**src/rtl/step_rate_ramp_pkg.sv**
```systemverilog
// step_rate_ramp_pkg
//   Definitions shared by the ramp FSM and its serial divider.
//   The state set is reused by the planned multi-axis sequencer, so keep the
//   encoding stable.
//   Contents: ramp_state_t (IDLE/UPDATE/DIVIDE/LOAD), period_stop() helper.
package step_rate_ramp_pkg;

    typedef enum logic [1:0] {
        ST_IDLE   = 2'd0,
        ST_UPDATE = 2'd1,
        ST_DIVIDE = 2'd2,
        ST_LOAD   = 2'd3
    } ramp_state_t;

    // Largest positive period value; the step generator treats it as "stopped".
    function automatic longint period_stop(input int bits);
        return (64'sd1 <<< (bits - 1)) - 64'sd1;
    endfunction

endpackage

```
**src/rtl/step_rate_ramp_serial_divider.sv**
```systemverilog
// step_rate_ramp_serial_divider
//   Unsigned restoring divider. It produces one quotient bit per clock, so
//   it is busy for N cycles after start.
//   Ports:
//     clk, reset          clock, asynchronous active-high reset
//     start               load operands and begin (ignored results if busy)
//     dividend [N]        numerator
//     divisor  [D]        denominator (0 yields an all-ones quotient)
//     busy                iteration in progress
//     done                one-cycle pulse, quotient valid from this cycle on
//     quotient [N]        floor(dividend / divisor)
module step_rate_ramp_serial_divider #(
    parameter int N = 32,
    parameter int D = 24
) (
    input  logic         clk,
    input  logic         reset,
    input  logic         start,
    input  logic [N-1:0] dividend,
    input  logic [D-1:0] divisor,
    output logic         busy,
    output logic         done,
    output logic [N-1:0] quotient
);

    localparam int CW = $clog2(N + 1);

    // dq_q starts as the dividend and fills with quotient bits from the right.
    logic [N-1:0]  dq_q, dq_d;
    logic [D-1:0]  rem_q, rem_d;
    logic [D-1:0]  dsr_q, dsr_d;
    logic [CW-1:0] cnt_q, cnt_d;
    logic          busy_q, busy_d;
    logic          done_q, done_d;

    logic [D:0] rem_sh;
    logic [D:0] rem_sub;
    logic       fits;

    always_comb begin
        rem_sh  = {rem_q, dq_q[N-1]};
        rem_sub = rem_sh - {1'b0, dsr_q};
        fits    = (rem_sh >= {1'b0, dsr_q});

        dq_d   = dq_q;
        rem_d  = rem_q;
        dsr_d  = dsr_q;
        cnt_d  = cnt_q;
        busy_d = busy_q;
        done_d = 1'b0;

        if (start) begin
            dq_d   = dividend;
            rem_d  = '0;
            dsr_d  = divisor;
            cnt_d  = CW'(N);
            busy_d = 1'b1;
        end else if (busy_q) begin
            dq_d  = {dq_q[N-2:0], fits};
            // The partial remainder stays below the divisor, so D bits hold it.
            rem_d = fits ? D'(rem_sub) : D'(rem_sh);
            cnt_d = cnt_q - 1'b1;
            if (cnt_q == CW'(1)) begin
                busy_d = 1'b0;
                done_d = 1'b1;
            end
        end
    end

    always_ff @(posedge clk or posedge reset) begin
        if (reset) begin
            dq_q   <= '0;
            rem_q  <= '0;
            dsr_q  <= '0;
            cnt_q  <= '0;
            busy_q <= 1'b0;
            done_q <= 1'b0;
        end else begin
            dq_q   <= dq_d;
            rem_q  <= rem_d;
            dsr_q  <= dsr_d;
            cnt_q  <= cnt_d;
            busy_q <= busy_d;
            done_q <= done_d;
        end
    end

    assign busy     = busy_q;
    assign done     = done_q;
    assign quotient = dq_q;

endmodule

```
**src/rtl/step_rate_ramp.sv**
```systemverilog
// step_rate_ramp
//   Acceleration-limited velocity ramp for one step_pulse_generator channel.
//   On every ramp tick, current_velocity moves toward the target by accel.
//   The new velocity is then converted to a clock-tick period and direction.
//
//   state  | meaning
//   IDLE   | wait for ramp tick
//   UPDATE | step current_velocity toward effective target, start divide
//   DIVIDE | serial CLK_HZ / |v| in progress
//   LOAD   | publish period and dir together
//
//   Ports:
//     clk, reset        clock, asynchronous active-high reset
//     enable            0 forces the effective target to 0
//     target_velocity   signed commanded velocity (steps/s)
//     accel             unsigned velocity change per ramp tick
//     period            clk cycles per step (PERIOD_STOP when stopped)
//     dir               1 positive, 0 negative
//     current_velocity  signed present ramp velocity
//     at_speed          current_velocity equals effective target (registered)
module step_rate_ramp
    import step_rate_ramp_pkg::*;
#(
    parameter int PERIOD_BITS = 32,
    parameter int VEL_BITS    = 24,
    parameter int CLK_HZ      = 50_000_000,
    parameter int RAMP_DIV    = 50_000,
    parameter int MAX_VEL     = 200_000
) (
    input  logic                   clk,
    input  logic                   reset,
    input  logic                   enable,
    input  logic [VEL_BITS-1:0]    target_velocity,
    input  logic [VEL_BITS-1:0]    accel,
    output logic [PERIOD_BITS-1:0] period,
    output logic                   dir,
    output logic [VEL_BITS-1:0]    current_velocity,
    output logic                   at_speed
);

    // Two guard bits: |v| + accel can exceed the VEL_BITS signed range.
    localparam int IW = VEL_BITS + 2;
    localparam int CW = $clog2(RAMP_DIV);
    localparam logic [PERIOD_BITS-1:0] PERIOD_STOP = PERIOD_BITS'(period_stop(PERIOD_BITS));
    localparam logic signed [IW-1:0]   MAX_X       = IW'(MAX_VEL);

    ramp_state_t                 state_q, state_d;
    logic [CW-1:0]               cnt_q, cnt_d;
    logic signed [VEL_BITS-1:0]  vel_q, vel_d;
    logic [PERIOD_BITS-1:0]      period_q, period_d;
    logic                        dir_q, dir_d;
    logic                        at_speed_q, at_speed_d;

    logic                        tick;
    logic signed [IW-1:0]        cur_x, tgt_x, sat_x, eff_x, acc_x, step_x;
    logic [IW-1:0]               step_mag;
    logic                        div_start, div_busy, div_done;
    logic [PERIOD_BITS-1:0]      div_quot;

    always_comb begin
        tick  = (cnt_q == CW'(RAMP_DIV - 1));
        cnt_d = tick ? '0 : cnt_q + 1'b1;

        cur_x = IW'(vel_q);
        tgt_x = IW'($signed(target_velocity));
        acc_x = {2'b00, accel};

        if (tgt_x > MAX_X)       sat_x = MAX_X;
        else if (tgt_x < -MAX_X) sat_x = -MAX_X;
        else                     sat_x = tgt_x;
        eff_x = enable ? sat_x : '0;

        // Saturating step toward eff_x; a sign change stops at zero for one tick.
        step_x = cur_x;
        if (cur_x < eff_x) begin
            step_x = cur_x + acc_x;
            if (step_x > eff_x) step_x = eff_x;
            if (cur_x[IW-1] && !step_x[IW-1] && step_x != '0) step_x = '0;
        end else if (cur_x > eff_x) begin
            step_x = cur_x - acc_x;
            if (step_x < eff_x) step_x = eff_x;
            if (!cur_x[IW-1] && cur_x != '0 && step_x[IW-1]) step_x = '0;
        end
        step_mag  = step_x[IW-1] ? -step_x : step_x;
        div_start = (state_q == ST_UPDATE);

        state_d    = state_q;
        vel_d      = vel_q;
        period_d   = period_q;
        dir_d      = dir_q;
        at_speed_d = (cur_x == eff_x);

        case (state_q)
            ST_IDLE: begin
                if (tick) state_d = ST_UPDATE;
            end
            ST_UPDATE: begin
                vel_d   = VEL_BITS'(step_x);
                state_d = ST_DIVIDE;
            end
            ST_DIVIDE: begin
                if (div_done) state_d = ST_LOAD;
            end
            ST_LOAD: begin
                if (vel_q == '0) begin
                    period_d = PERIOD_STOP;
                end else begin
                    period_d = (div_quot > PERIOD_STOP) ? PERIOD_STOP : div_quot;
                    dir_d    = !vel_q[VEL_BITS-1];
                end
                state_d = ST_IDLE;
            end
            default: state_d = ST_IDLE;
        endcase
    end

    always_ff @(posedge clk or posedge reset) begin
        if (reset) begin
            state_q    <= ST_IDLE;
            cnt_q      <= '0;
            vel_q      <= '0;
            period_q   <= PERIOD_STOP;
            dir_q      <= 1'b0;
            at_speed_q <= 1'b0;
        end else begin
            state_q    <= state_d;
            cnt_q      <= cnt_d;
            vel_q      <= vel_d;
            period_q   <= period_d;
            dir_q      <= dir_d;
            at_speed_q <= at_speed_d;
        end
    end

    step_rate_ramp_serial_divider #(
        .N (PERIOD_BITS),
        .D (VEL_BITS)
    ) u_div (
        .clk      (clk),
        .reset    (reset),
        .start    (div_start),
        .dividend (PERIOD_BITS'(CLK_HZ)),
        .divisor  (VEL_BITS'(step_mag)),
        .busy     (div_busy),
        .done     (div_done),
        .quotient (div_quot)
    );

    // RAMP_DIV must leave room for a full UPDATE/DIVIDE/LOAD pass between ticks.
    a_tick_in_idle: assert property (@(posedge clk) disable iff (reset)
        tick |-> (state_q == ST_IDLE));
    a_load_after_div: assert property (@(posedge clk) disable iff (reset)
        (state_q == ST_LOAD) |-> !div_busy);

    assign period           = period_q;
    assign dir              = dir_q;
    assign current_velocity = vel_q;
    assign at_speed         = at_speed_q;

endmodule

```
**config.mk**
```make
export PLATFORM = sky130hd
export DESIGN_NAME = step_rate_ramp
export DESIGN_NICKNAME = d
export VERILOG_FILES = /design/src/rtl/step_rate_ramp_pkg.sv /design/src/rtl/step_rate_ramp_serial_divider.sv /design/src/rtl/step_rate_ramp.sv
export SDC_FILE = /design/constraint.sdc
export NUM_CORES = 1
export LEC_CHECK = 0
export ABC_AREA = 1
export BUFFER_PORTS_ARGS = -buffer_cell sky130_fd_sc_hd__buf_2
export CAP_MARGIN = 20
export CORE_ASPECT_RATIO = 0.8
export CORE_MARGIN = 1
export CORE_UTILIZATION = 40
export DETAILED_ROUTE_END_ITERATION = 10
export PLACE_DENSITY = 0.66
export SKIP_CTS_REPAIR_TIMING = 1
export SLEW_MARGIN = 20
export SYNTH_ARGS = -nofsm -noshare
export SYNTH_HDL_FRONTEND = slang
export SYNTH_SLANG_ARGS = --single-unit
```
**constraint.sdc**
```tcl
create_clock -name clk -period 15.9 [get_ports clk]
set_clock_uncertainty 0.1 [all_clocks]
set_input_delay 2.385 -clock clk [delete_from_list [all_inputs] [get_ports clk]]
set_output_delay 2.385 -clock clk [all_outputs]
set_load 0.01 [all_outputs]
```
==> impl_metrics.yaml <==
critical_path:
  critical_path_class: "in -> reg"
  critPathLaunchType: "primary input"
  r2r_end: "u_div.dsr_q[20]$_DFFE_PP0P_"
  cp.required_ps: 16110
  cpPeakStageDelay_ps: 700
  reg2reg_from: "current_velocity[12]$_DFFE_PP0P_"
  arrival_ps: 9090
  startpoint: "accel[13]"
  ff2ff_setup_slack_ps: 8500
  reg2reg_depth: 31
  cpMostUsedCell: "nand2_1"
  slowest_stage: "nand3_2"
  endpoint: "u_div.dsr_q[20]$_DFFE_PP0P_"
  crit_fanout: 30
  cp-end-kind: "flop"
grt:
  grtUsageTotal_pct: 26.8
  antenna_found_initial: 0
  grt.overflow.total: 0
  grt_pass1_wl_um: 80200
  grt_max_degree: 100
  grt_pass1_vias: 14200
floorplan:
  core.rowCount: 63
  initial_core_util_pct: 40.7
  die_h_um: 176
  boundaryPins: 109
  dieArea_um2: 38500
  core_area_um2: 37100
  chipWidth_um: 219
drt:
  drtIter0Drc: 1474
  route.met3.wl_um: 4380
  dr.max_layer_used: "met4"
  first_pass_iters: 5
  vias: 15400
  post_drt_via_cell_ratio: 5.46
  wl_um: 51100
  dr_wl_met2_um: 20400
  drc_errors: 0
  ant_nets: 0
  wl_per_cell_um: 18.1
  wl_met1_um: 25800
sta:
  setup_tns_ps: 0
  fmax_mhz: 113
  hold_slack_ps: 354
  slew_headroom_pct: 29.4
  rsz0062_at_grt: "false"
  finalSetupViolations: 0
  fin_crit_ps: 8870
  fin_crit_sh_pct: 55.8
  report.final.slew_viol_count: 0
  hold_viol: 0
  worst_pin_slew_ps: 1050
pwr:
  p_clk_share_pct: 27.8
  p_int_uw: 869
  sequentialPowerShare_pct: 26.8
  p_sw_share_pct: 44.3
  pwr-share-comb_pct: 45.4
  leakage_nw: 8.63
  p_switching_uw: 691
  power_density_nw_per_um2: 93.6
  ir_drop_mv: 0.0746
logic_synthesis:
  yosys_warnings: 0
  synth-edff-count: 0
  async_flop_share_pct: 100
  synthCells: 2254
  synth_cell_type_count: 55
  syn-num-nets: 2466
  syn_area_per_cell_um2: 6.70
  ys_seq_area_share_pct: 27.3
  synth_area_um2: 15100
  ys_ff_latch: 163
  ys.flop_type: "dfrtp_1"
worst_hold_path:
  hp-class: "reg -> reg"
  hold_depth: 1
  min_from: "cnt_q[0]$_DFF_PP0_"
cells_and_area:
  nFillCells: 3863
  area_delta_synth_final_pct: 10.3
  layout-drive-gt1-share_pct: 10.7
  diodes: 0
  nNetsFinal: 2537
  finalInstanceArea_um2: 16700
  stdcell_count: 2825
  utilization_pct: 44.9
clock_tree:
  clk_pin_slew_worst_paths_ps: 60
  cts_made_buffers: 17
  clock_latency_ps: 430
  cts_tree: "yes"
  clock_sink_count: 163
  cts-root-buf: "clkbuf_16"
  clk_path_buf_depth: 2
  htree_levels: 4
status:
  status: "finished clean"
placement:
  place_inst: 2793
  gp_congestion: 1.01
  post-dp-hpwl_um: 40500
  post_dp_cell_area_um2: 16000
  port_buffers: 108
job:
  drv_cap: 0
[layout by cell type, fill, tap and decap left out, drive strengths merged, types with 8 or more instances in the layout]
| master | n |
|---|---|
| ha | 158 |
| o22ai | 23 |
| o21ai | 115 |
| xnor2 | 12 |
| nand2 | 604 |
| o21bai | 8 |
| nor3 | 23 |
| o211ai | 26 |
| nor2 | 260 |
| inv | 299 |
| nand4 | 34 |
| a22oi | 13 |
| nor4 | 9 |
| dfrtp | 132 |
| xor2 | 49 |
| buf | 123 |
| a21oi | 180 |
| nand3 | 152 |
| clkbuf | 21 |
| o21a | 10 |
| dfstp | 31 |
[cell type report]
class	count	area, µm²	share of cell area [%]
Timing Repair Buffer	123	653	3.92
Inverter	296	1120	6.71
Sequential cell	163	4120	24.7
Tap cell	487	609	3.66
Clock buffer	21	482	2.89
Clock inverter	11	139	0.833
Multi-Input combinational cell	1724	9550	57.3
[critical path: cells and delay by family]
| kind | cells | cell delay (ps) |
|---|---|---|
| AOI/OAI and AO/OA | 5 | 1140 |
| adders and majority gates | 3 | 1000 |
| buffers and inverters | 4 | 400 |
| and+or+nand+nor | 24 | 4150 |
[logic make-up (layout without fill, tap and decap cells)]
group	count (synthesis)	in the layout	synth area share, %
simple gates	1097	1097	30.7
compound gates	405	405	15.4
buf+inv	367	451	9.63
flops	163	163	27.3
fa+ha+maj	161	161	13.5
xor+xnor	61	61	3.54
[worst min-delay path by stage]
stage / endpoint / slack [ps]
global route: cnt_q[0]$_DFF_PP0_ / 400
floorplan: cnt_q[0]$_DFF_PP0_ / 330
finish: cnt_q[0]$_DFF_PP0_ / 350
global placement: cnt_q[0]$_DFF_PP0_ / 350
detailed placement: cnt_q[0]$_DFF_PP0_ / 350
CTS: cnt_q[0]$_DFF_PP0_ / 360
[power by group through the flow]
stage / clock network [mW] / registers, mW / logic, mW
floorplan: 0 / 0.425 / 0.509
detailed placement: 0 / 0.425 / 0.680
global route: 0.457 / 0.417 / 0.784
CTS: 0.439 / 0.418 / 0.685
global placement: 0 / 0.425 / 0.671
finish: 0.434 / 0.418 / 0.709
[synthesized netlist by cell type (4+ instances only)]
master      n  area (µm²)
o211ai_1   26         195
o221ai_1    7        61.3
nand3b_1    7        52.6
inv_2       8        30.0
nand3_2     8        80.1
a31oi_1     4        25.0
dfstp_2    31         815
nor2_2     11        68.8
nor4_1      9        56.3
o21ai_0   104         521
o21ai_1     8        40.0
inv_1     285        1070
clkbuf_1   38         143
nor2_1    248         931
xor2_1     49         429
nand2_1   585        2200
o21a_1     10        75.1
a21o_1      4        30.0
ha_1      158        1980
a21oi_1   175         876
xnor2_1    12         105
a21boi_0    4        30.0
buf_2      25         125
o21bai_1    8        60.1
nand3_1   144         721
nand2_2    17         106
a22oi_1    13        97.6
nor3_1     23         115
nand4_1    33         206
dfrtp_1   132        3300
o22ai_1    23         144
buf_4       4        30.0
[metrics by stage]
stage          total power, mW  worst slack [ps]
2_1_floorplan            0.934              8850
3_5_place_dp              1.11              6800
3_3_place_gp              1.10              6880
4_1_cts                   1.54              7190
6_report                  1.56              7030
5_1_grt                   1.66              6370
[registers in the layout, indices dropped and copies added, names as in the netlist]
register,flops
u_div.quotient,32
u_div.cnt_q,6
state_q,2
u_div.busy,1
current_velocity,23
u_div.done,1
u_div.rem_q,24
period,32
at_speed,1
dir,1
cnt_q,16
u_div.dsr_q,24
[routing by layer]
layer / GRT usage [%] / up-vias
li1: - / 7515
met1: 42.4 / 7247
met2: 37.4 / 607
met3: 4.80 / 42
met4: 4.54 / 0
met5: 0 / -
Note: power is estimated with default switching activity, not from simulation.
